## config.mk

```make
export PLATFORM = sky130hd
export DESIGN_NAME = cmd_responder_flat
export DESIGN_NICKNAME = d
export VERILOG_FILES = /design/src/rtl/cmd_responder_if.sv /design/src/rtl/cmd_responder.sv /design/src/flat_wrapper.sv
export SDC_FILE = /design/constraint.sdc
export NUM_CORES = 1
export LEC_CHECK = 0
export BUFFER_PORTS_ARGS = -buffer_cell sky130_fd_sc_hd__buf_2
export CAP_MARGIN = 10
export CORE_MARGIN = 8
export CORE_UTILIZATION = 40
export DETAILED_ROUTE_END_ITERATION = 7
export HOLD_SLACK_MARGIN = 0.06
export PLACE_DENSITY = 0.62
export SLEW_MARGIN = 20
export SYNTH_ARGS = -nofsm -noshare
export SYNTH_HDL_FRONTEND = slang
export SYNTH_SLANG_ARGS = --single-unit
```

## constraint.sdc

```tcl
create_clock -name fx2_clk -period 3.45 [get_ports fx2_clk]
set_input_delay 0.345 -clock fx2_clk [delete_from_list [all_inputs] [get_ports fx2_clk]]
set_output_delay 0.345 -clock fx2_clk [all_outputs]
set_load 0.01 [all_outputs]
```

## src/rtl/cmd_responder_if.sv

```systemverilog
// Command/reply byte streams and register bus between the FX2 host side and cmd_responder.
interface cmd_responder_if;
    logic        cmd_wr;
    logic [7:0]  cmd_in;
    logic        reply_rdy;
    logic [7:0]  reply;
    logic        reply_ack;
    logic        reply_end;
    logic [15:0] reg_addr;
    logic [31:0] reg_wdata;
    logic        reg_wr;
    logic        reg_rd;
    logic [31:0] reg_rdata;

    modport slave (
        input  cmd_wr, cmd_in, reply_ack, reg_rdata,
        output reply_rdy, reply, reply_end, reg_addr, reg_wdata, reg_wr, reg_rd
    );

    modport master (
        output cmd_wr, cmd_in, reply_ack, reg_rdata,
        input  reply_rdy, reply, reply_end, reg_addr, reg_wdata, reg_wr, reg_rd
    );
endinterface

```

## src/rtl/cmd_responder.sv

```systemverilog
// Parses host register read/write frames from the command byte stream, drives the
// register bus and streams read data back as a 4-byte little-endian reply.
module cmd_responder #(
    parameter int unsigned TIMEOUT_CYCLES = 65535,
    parameter logic [7:0]  ERR_BYTE       = 8'hFF
) (
    input  logic                   fx2_clk,
    input  logic                   reset_n,
    cmd_responder_if.slave         bus,
    output logic                   busy,
    output logic [7:0]             err_count
);
    localparam int unsigned TW = (TIMEOUT_CYCLES > 1) ? $clog2(TIMEOUT_CYCLES) : 1;

    typedef enum logic [2:0] {
        S_IDLE, S_ADDR_LO, S_ADDR_HI, S_DATA,
        S_WR_ISSUE, S_RD_ISSUE, S_RD_CAPTURE, S_REPLY
    } state_t;

    state_t      r_state;
    logic        r_is_wr;
    logic [1:0]  r_cnt;
    logic [1:0]  r_idx;
    logic [TW-1:0] r_tmo;
    logic [15:0] r_addr_buf;
    logic [31:0] r_wdata_buf;
    logic [31:0] r_rdata;
    logic        r_reply_rdy;
    logic [7:0]  r_reply;
    logic        r_reply_end;
    logic [15:0] r_reg_addr;
    logic [31:0] r_reg_wdata;
    logic        r_reg_wr;
    logic        r_reg_rd;
    logic [7:0]  r_err;

    logic        w_in_frame;
    logic        w_blocked;
    logic        w_bad_op;
    logic        w_tmo;
    logic        w_err;
    logic [1:0]  w_next_idx;
    logic [7:0]  w_next_byte;

    always_comb begin
        w_in_frame  = (r_state == S_ADDR_LO) || (r_state == S_ADDR_HI) || (r_state == S_DATA);
        w_blocked   = (r_state == S_WR_ISSUE) || (r_state == S_RD_ISSUE) ||
                      (r_state == S_RD_CAPTURE) || (r_state == S_REPLY);
        w_bad_op    = (r_state == S_IDLE) && bus.cmd_wr && (bus.cmd_in > 8'h02);
        w_tmo       = (TIMEOUT_CYCLES != 0) && w_in_frame && !bus.cmd_wr &&
                      (r_tmo == TW'(TIMEOUT_CYCLES - 1));
        // All error sources fold into one increment per cycle
        w_err       = w_bad_op || (w_blocked && bus.cmd_wr) || w_tmo;
        w_next_idx  = r_idx + 2'd1;
        w_next_byte = r_rdata[{w_next_idx, 3'b000} +: 8];
    end

    always_ff @(posedge fx2_clk) begin
        if (!reset_n) begin
            r_state     <= S_IDLE;
            r_is_wr     <= 1'b0;
            r_cnt       <= '0;
            r_idx       <= '0;
            r_tmo       <= '0;
            r_addr_buf  <= '0;
            r_wdata_buf <= '0;
            r_rdata     <= '0;
            r_reply_rdy <= 1'b0;
            r_reply     <= '0;
            r_reply_end <= 1'b0;
            r_reg_addr  <= '0;
            r_reg_wdata <= '0;
            r_reg_wr    <= 1'b0;
            r_reg_rd    <= 1'b0;
            r_err       <= '0;
        end else begin
            r_reg_wr <= 1'b0;
            r_reg_rd <= 1'b0;
            if (w_err && (r_err != 8'hFF)) r_err <= r_err + 8'd1;

            case (r_state)
                S_IDLE: begin
                    if (bus.cmd_wr) begin
                        r_tmo <= '0;
                        case (bus.cmd_in)
                            8'h00: ;
                            8'h01: begin r_is_wr <= 1'b0; r_state <= S_ADDR_LO; end
                            8'h02: begin r_is_wr <= 1'b1; r_state <= S_ADDR_LO; end
                            default: begin
                                // Error reply reuses REPLY as a single last byte
                                r_reply     <= ERR_BYTE;
                                r_reply_rdy <= 1'b1;
                                r_reply_end <= 1'b1;
                                r_idx       <= 2'd3;
                                r_state     <= S_REPLY;
                            end
                        endcase
                    end
                end
                S_ADDR_LO: begin
                    if (bus.cmd_wr) begin
                        r_addr_buf[7:0] <= bus.cmd_in;
                        r_tmo           <= '0;
                        r_state         <= S_ADDR_HI;
                    end else if (w_tmo) r_state <= S_IDLE;
                    else r_tmo <= r_tmo + 1'b1;
                end
                S_ADDR_HI: begin
                    if (bus.cmd_wr) begin
                        r_addr_buf[15:8] <= bus.cmd_in;
                        r_tmo            <= '0;
                        if (r_is_wr) begin
                            r_cnt   <= '0;
                            r_state <= S_DATA;
                        end else begin
                            r_reg_addr <= {bus.cmd_in, r_addr_buf[7:0]};
                            r_reg_rd   <= 1'b1;
                            r_state    <= S_RD_ISSUE;
                        end
                    end else if (w_tmo) r_state <= S_IDLE;
                    else r_tmo <= r_tmo + 1'b1;
                end
                S_DATA: begin
                    if (bus.cmd_wr) begin
                        r_tmo <= '0;
                        if (r_cnt == 2'd3) begin
                            r_reg_addr  <= r_addr_buf;
                            r_reg_wdata <= {bus.cmd_in, r_wdata_buf[23:0]};
                            r_reg_wr    <= 1'b1;
                            r_state     <= S_WR_ISSUE;
                        end else begin
                            r_wdata_buf[{r_cnt, 3'b000} +: 8] <= bus.cmd_in;
                            r_cnt <= r_cnt + 2'd1;
                        end
                    end else if (w_tmo) r_state <= S_IDLE;
                    else r_tmo <= r_tmo + 1'b1;
                end
                S_WR_ISSUE:   r_state <= S_IDLE;
                S_RD_ISSUE:   r_state <= S_RD_CAPTURE;
                S_RD_CAPTURE: begin
                    r_rdata     <= bus.reg_rdata;
                    r_reply     <= bus.reg_rdata[7:0];
                    r_reply_rdy <= 1'b1;
                    r_reply_end <= 1'b0;
                    r_idx       <= '0;
                    r_state     <= S_REPLY;
                end
                S_REPLY: begin
                    if (bus.reply_ack) begin
                        if (r_idx == 2'd3) begin
                            r_reply_rdy <= 1'b0;
                            r_reply_end <= 1'b0;
                            r_reply     <= '0;
                            r_state     <= S_IDLE;
                        end else begin
                            r_idx       <= w_next_idx;
                            r_reply     <= w_next_byte;
                            r_reply_end <= (w_next_idx == 2'd3);
                        end
                    end
                end
                default: r_state <= S_IDLE;
            endcase
        end
    end

    assign bus.reply_rdy = r_reply_rdy;
    assign bus.reply     = r_reply;
    assign bus.reply_end = r_reply_end;
    assign bus.reg_addr  = r_reg_addr;
    assign bus.reg_wdata = r_reg_wdata;
    assign bus.reg_wr    = r_reg_wr;
    assign bus.reg_rd    = r_reg_rd;
    assign busy          = (r_state != S_IDLE);
    assign err_count     = r_err;
endmodule

```

## src/flat_wrapper.sv

```systemverilog
// flat-port wrapper written by rule: the top's interface ports become plain ports
module cmd_responder_flat 
#(
    parameter int unsigned TIMEOUT_CYCLES = 65535,
    parameter logic [7:0]  ERR_BYTE       = 8'hFF
)
  (fx2_clk, reset_n, busy, err_count, bus_cmd_wr, bus_cmd_in, bus_reply_ack, bus_reg_rdata, bus_reply_rdy, bus_reply, bus_reply_end, bus_reg_addr, bus_reg_wdata, bus_reg_wr, bus_reg_rd);
  cmd_responder_if bus_i ();
  input  logic fx2_clk;
  input  logic reset_n;
  output logic busy;
  output logic [7:0] err_count;
  input wire logic [$bits(bus_i.cmd_wr)-1:0] bus_cmd_wr;
  input wire logic [$bits(bus_i.cmd_in)-1:0] bus_cmd_in;
  input wire logic [$bits(bus_i.reply_ack)-1:0] bus_reply_ack;
  input wire logic [$bits(bus_i.reg_rdata)-1:0] bus_reg_rdata;
  output wire logic [$bits(bus_i.reply_rdy)-1:0] bus_reply_rdy;
  output wire logic [$bits(bus_i.reply)-1:0] bus_reply;
  output wire logic [$bits(bus_i.reply_end)-1:0] bus_reply_end;
  output wire logic [$bits(bus_i.reg_addr)-1:0] bus_reg_addr;
  output wire logic [$bits(bus_i.reg_wdata)-1:0] bus_reg_wdata;
  output wire logic [$bits(bus_i.reg_wr)-1:0] bus_reg_wr;
  output wire logic [$bits(bus_i.reg_rd)-1:0] bus_reg_rd;
  assign bus_i.cmd_wr = bus_cmd_wr;
  assign bus_i.cmd_in = bus_cmd_in;
  assign bus_i.reply_ack = bus_reply_ack;
  assign bus_i.reg_rdata = bus_reg_rdata;
  assign bus_reply_rdy = bus_i.reply_rdy;
  assign bus_reply = bus_i.reply;
  assign bus_reply_end = bus_i.reply_end;
  assign bus_reg_addr = bus_i.reg_addr;
  assign bus_reg_wdata = bus_i.reg_wdata;
  assign bus_reg_wr = bus_i.reg_wr;
  assign bus_reg_rd = bus_i.reg_rd;
  cmd_responder #(.TIMEOUT_CYCLES(TIMEOUT_CYCLES), .ERR_BYTE(ERR_BYTE)) u_core (.fx2_clk(fx2_clk), .reset_n(reset_n), .bus(bus_i), .busy(busy), .err_count(err_count));
endmodule
```

# Yosys cells after proc, flatten, opt, wreduce, memory -nomap -nowiden
# Cells that the tools add are included.
[op_classes] add_sub_neg=5 magnitude_cmp=1 n_eq_ne=28 shift=3 muxes=47 bitwise_logic=1 n_reduce_logical=38
[ops] cell="$mux 16" n=7
[ops] cell="$pmux 16 s2" n=2
[ops] cell="$bwmux 32" n=1
[ops] cell="$mux 8" n=4
[ops] cell="$shift 8x7->32 const A" n=1
[ops] cell="$shiftx 32x6->8" n=1
[ops] cell="$shiftx 8x7->32" n=1
[ops] cell="$mux 3" n=9
[ops] cell="$reduce_and 5->1" n=5
[ops] cell="$pmux 3 s8" n=1
[ops] cell="$pmux 8 s3" n=1
[ops] cell="$ne 2x2->1 const B" n=11
[ops] cell="$reduce_and 3->1" n=6
[ops] cell="$add 16x1->16 const B" n=1
[ops] cell="$eq 16x16->1 const B" n=1
[ops] cell="$mux 2" n=8
[ops] cell="$eq 3x3->1 const B" n=4
[ops] cell="$add 8x1->8 const B" n=1
[ops] cell="$eq 8x1->1 const B" n=1
[ops] cell="$eq 8x2->1 const B" n=1
[ops] cell="$gt 8x2->1 const B" n=1
[ops] cell="$logic_not 8->1" n=1
[ops] cell="$mux 1" n=8
[ops] cell="$ne 8x8->1 const B" n=1
[ops] cell="other kinds (23)" n=45
[word_totals] ff_bits=172 inputBits=44 word_cells=140

# Depth between registers and ports, before layout
[depth] word_depth=8 ltp_mapped=8 ltp_nobuf=8

# Least setup slack after synthesis
# OpenSTA, ideal clock, no wires.
[synth_path] path_kind="reg2reg" startpoint="reg u_core.r_idx[0]" endpoint="reg u_core.r_reply[7], in the netlist u_core.bus.reply[7]" arrival_time_ns=2.325 required_time_ns=3.327 setup_slack_ns=1.002 stages_incl_launch_ff=8 path_buffers=2 path_cell_list="dfxtp_1 > clkbuf_1 > inv_1 > ha_1 > clkbuf_1 > mux4_2 > a221oi_1 > nor2_1"
[synth_between] elab_chain_len=5
[synth_lines] element="start, declared" line_no="cmd_responder.sv:23" source="logic [1:0] r_idx;"
[synth_lines] element="start signal, assigned" line_no="cmd_responder.sv:156" source="r_idx <= w_next_idx;"
[synth_lines] element="$add 2x1->2" line_no="cmd_responder.sv:54" source="w_next_idx = r_idx + 2'd1;"
[synth_lines] element="$shiftx 32x6->8" line_no="cmd_responder.sv:55" source="w_next_byte = r_rdata[{w_next_idx, 3'b000} +: 8];"
[synth_lines] element="$mux 8 *" line_no="cmd_responder.sv:150" source="if (r_idx == 2'd3) begin"
[synth_lines] element="$mux 8 *" line_no="cmd_responder.sv:149" source="if (bus.reply_ack) begin"
[synth_lines] element="$pmux 8 s3 *" line_no="cmd_responder.sv:81" source="case (r_state)"
[synth_lines] element="end signal, assigned" line_no="cmd_responder.sv:142" source="r_reply <= bus.reg_rdata[7:0];"
[synth_lines] element="end signal, assigned" line_no="cmd_responder.sv:157" source="r_reply <= w_next_byte;"
[synth_lines] element="end, declared" line_no="cmd_responder.sv:29" source="logic [7:0] r_reply;"
# Every way passes the cells marked *; elsewhere a longest branch is shown, timed or not. The select of a mux whose other input is x is not followed.
# A chain may end at the register's enable or synchronous reset.

# Worst setup path after layout
[layout_path] startpoint="reg u_core.r_state[0]" endpoint="reg u_core.r_wdata_buf[16]"
[layout_between] elab_chain_len=2
[layout_lines] element="start, declared" line_no="cmd_responder.sv:20" source="state_t r_state;"
[layout_lines] element="start signal, assigned" line_no="cmd_responder.sv:60" source="r_state <= S_IDLE;"
[layout_lines] element="start signal, assigned" line_no="cmd_responder.sv:87" source="8'h01: begin r_is_wr <= 1'b0; r_state <= S_ADDR_LO; end"
[layout_lines] element="start signal, assigned" line_no="cmd_responder.sv:88" source="8'h02: begin r_is_wr <= 1'b1; r_state <= S_ADDR_LO; end"
[layout_lines] element="$eq 3x2->1" line_no="cmd_responder.sv:81"
[layout_lines] element="$reduce_and 3->1 (no source line)"
[layout_lines] element="end signal, assigned by index" line_no="cmd_responder.sv:132" source="r_wdata_buf[{r_cnt, 3'b000} +: 8] <= bus.cmd_in;"
[layout_lines] element="end, declared" line_no="cmd_responder.sv:26" source="logic [31:0] r_wdata_buf;"
# No other way between the ends.

==> key figures <==
Placement
  • PortBufs: 112
  • Final Wtd Congestion: roughly 0.8
  • Hpwl dp: about 12000 um
  • Cells after DPL: between 1000 and 1500
  • Area after DPL: roughly 7500 um^2
  • Dpl ws: ~0.94 ns

Synth
  • Leading post-synthesis cells by cell area: dfxtp_1 48%, nand2_1 12%, a21oi_1 9.1%, nor2_1 3.2%, clkbuf_1 3.0%
  • Most frequent cells after synthesis: 211 x nand2_1, 164 x dfxtp_1, 124 x a21oi_1
  • FF+latch count, synth: roughly 160
  • Syn_area_per_cell: just over 8 um^2
  • Most common cell in the netlist: nand2_1
  • Sequential-to-total area share from yosys stat: 0.481
  • Yosys top cell area share: 0.481
  • Synth async-reset ratio: 0
  • Synth warn: 0
  • Most used DFF post-synth: dfxtp_1
  • Post-Syn Area: around 6800 um^2
  • Area leader, netlist: dfxtp_1
  • Post-synth EDFFs: 0
  • Syn Nets: 890
  • Syn Inst Count: between 800 and 900
  • Synth unique cells: approximately 50

CTS
  • Worst skew pair latency: between 0.4 and 0.5 ns
  • PostCTS Resize Cnt: 0
  • H-tree levels: 4
  • CTS root buf: clkbuf_16
  • Hold_buf cts: 0
  • Max Root-Sink Buffers: 2
  • Num CTS Buffers: 17
  • CTS Sinks: around 160
  • Reg clk slew, reported paths: around 0.060 ns
  • CTS tree: yes
  • Postcts setup bufs: 0

Setup path
  • Buf+Inv Stages, Crit Path: 0
  • Slowest cell delay on critical path: 0.64 ns
  • CP Class: reg2reg
  • Worst EP required: about 3.8 ns
  • Crit path cell chain: and3b_1 > nand2_1 > nor2_1 > and2_1 > nand4_1 > a21oi_1
  • Critical Path Fanout Max: 17
  • Data arrival, critical path: about 2.9 ns
  • CP Launch Type: flop
  • Critical Path Sink Type: flop
  • Slowest cell on the critical path: dfxtp_1
  • Crit-path leading delay family: simple AND/OR/NAND/NOR gates

STA
  • Max-Slew Margin vs Limit: 0.369
  • Max frequency: about 390 MHz
  • Crit path time final: 2.56 ns
  • Clk_skew: roughly 0.0066 ns
  • Period utilisation layout: 0.743
  • Worst slew pin tran: approximately 0.94 ns
  • Setup ws final: between 0.8 and 0.9 ns
  • Pins Over Slew Limit: 0
  • Endpoints failing hold: 0
  • Unrepaired setup endpoints after global routing: false
  • Final setup viols: 0
  • Final setup TNS: 0 ns
  • WHS: roughly 0.15 ns

Global route
  • Initial antenna violation count: 0
  • First-pass GRT wire length: roughly 29000 um
  • Overall global routing resource usage: 0.162
  • Overflow after GRT: 0
  • Vias in the first global route: roughly 5500
  • Largest net degree at the start of global routing: between 70 and 80

Worst hold path
  • HP Class: in2reg

Final layout
  • N_diodes: 0
  • Final Instance Area: slightly above 8000 um^2
  • Area Growth Syn to Fin: 18.4%
  • Post-Layout Cell Count: 1148
  • Fillcell total: about 1700
  • Final Net Count: between 900 and 1000
  • Final Util: 0.486
  • Layout cells sized above 1: 0.183

Pwr
  • Total power: between 5 and 6 mW
  • Pwr dens: around 630 nW/um^2
  • Maximum vdd drop: 0.408 mV
  • Leakage power: around 3.1 nW

Die
  • Die W: 147 um
  • Initial core utilization: 0.410
  • Core area: roughly 17000 um^2
  • IO Pins: between 100 and 150
  • Die area: roughly 22000 um^2
  • Rows: 47
  • Die height: ~150 um

Detailed routing
  • Wirelength, routed: about 17000 um
  • DRC Markers: 0
  • Total number of vias: slightly below 6000
  • Antenna Violating Nets Remaining: 0
  • Vias/cell: slightly above 5
  • Initial DRC count: just over 400
  • WL/cell: 15.2 um
  • Pre-antenna DRT Iters: 4

Status
  • Status: finished clean

Flow run
  • Max-cap violations: 0
routing by layer:
| metal | vias to the layer above | wire [um] | track usage |
|---|---|---|---|
| met4 | 0 | 280 | 0.0603 |
| li1 | 3021 | - | - |
| met5 | - | 0 | 0 |
| met2 | 126 | 7720 | 0.243 |
| met3 | 21 | 818 | 0.0426 |
| met1 | 2716 | 8600 | 0.217 |
placed cells by master (no fill, tap or decap), types with 3 or more instances in the layout:
cell / netlist / routed
nand2_1: 211 / 211
dfxtp_1: 164 / 164
a21oi_1: 124 / 124
buf_2: 2 / 112
nor2_1: 58 / 56
nand3_1: 38 / 38
o21ai_0: 21 / 21
mux2i_1: 19 / 19
clkbuf_16: 0 / 17
nand4_1: 13 / 13
nor3_1: 11 / 11
a211oi_1: 11 / 11
ha_1: 10 / 10
inv_1: 10 / 9
and2_1: 8 / 8
xor2_1: 8 / 8
mux4_2: 8 / 8
a221oi_1: 8 / 8
buf_4: 2 / 8
or3_1: 6 / 6
clkbuf_1: 55 / 5
nand2b_1: 4 / 4
and3_1: 3 / 3
nor3b_1: 3 / 3
and3_2: 3 / 3
xnor2_1: 3 / 3
a21o_1: 3 / 3
worst reg2reg max path: stages, from the launching register on:
cell	delay, ns
dfxtp_1	0.64
and3b_1	0.61
nand2_1	0.14
nor2_1	0.42
and2_1	0.38
nand4_1	0.13
a21oi_1	0.16
area by class of cell:
type	instances	area, um^2	share of cell area
Inverter	10	40.0	0.00495
Timing Repair Buffer	121	641	0.0792
Multi-Input combinational cell	602	3280	0.406
Clock inverter	7	98.8	0.0122
Sequential cell	164	3280	0.406
Tap cell	220	275	0.0340
Clock buffer	24	472	0.0583
path summary, 6_finish.rpt:
kind	from	endpoint	slack [ns]	depth (start not counted)
max	u_core.r_state[0]	u_core.r_wdata_buf[16]	0.89	6
max reg2reg	u_core.r_state[0]	u_core.r_wdata_buf[16]	0.89	6
min reg2reg	u_core.r_wdata_buf[11]	u_core.bus.reg_wdata[11]	0.45	2
min	bus_reg_rdata[11]	u_core.r_rdata[11]	0.15	3
kinds of logic (layout without fill, tap and decap cells):
logic type	count (synthesis)	count (layout)	synth area share
AO/OA/AOI/OAI	181	181	0.153
adder cells (fa/ha/maj)	10	10	0.0183
AND/OR/NAND/NOR	373	373	0.240
multiplexers	27	27	0.0542
XOR/XNOR	11	11	0.0141
flip-flops	164	164	0.481
buffers and inverters	70	162	0.0399
power by group:
part,internal (mW),leakage (nW),total [mW],switching (mW)
Sequential,2.07,1.33,2.22,0.152
Combinational,0.378,1.46,1.02,0.640
Clock,1.10,0.275,1.85,0.750
state kept, by name (all words and copies together), names as in the netlist:
name and cells:
u_core.bus.reply 8, u_core.r_wdata_buf 24, u_core.r_idx 2, u_core.bus.reply_end 1, u_core.r_rdata 32, u_core.r_cnt 2, u_core.bus.reg_wdata 32, u_core.r_tmo 16
u_core.bus.reg_rd 1, u_core.r_state 3, u_core.bus.reply_rdy 1, u_core.bus.reg_wr 1, u_core.err_count 8, u_core.r_is_wr 1, u_core.r_addr_buf 16, u_core.bus.reg_addr 16
No activity file was read; power rests on OpenSTA's default activity.
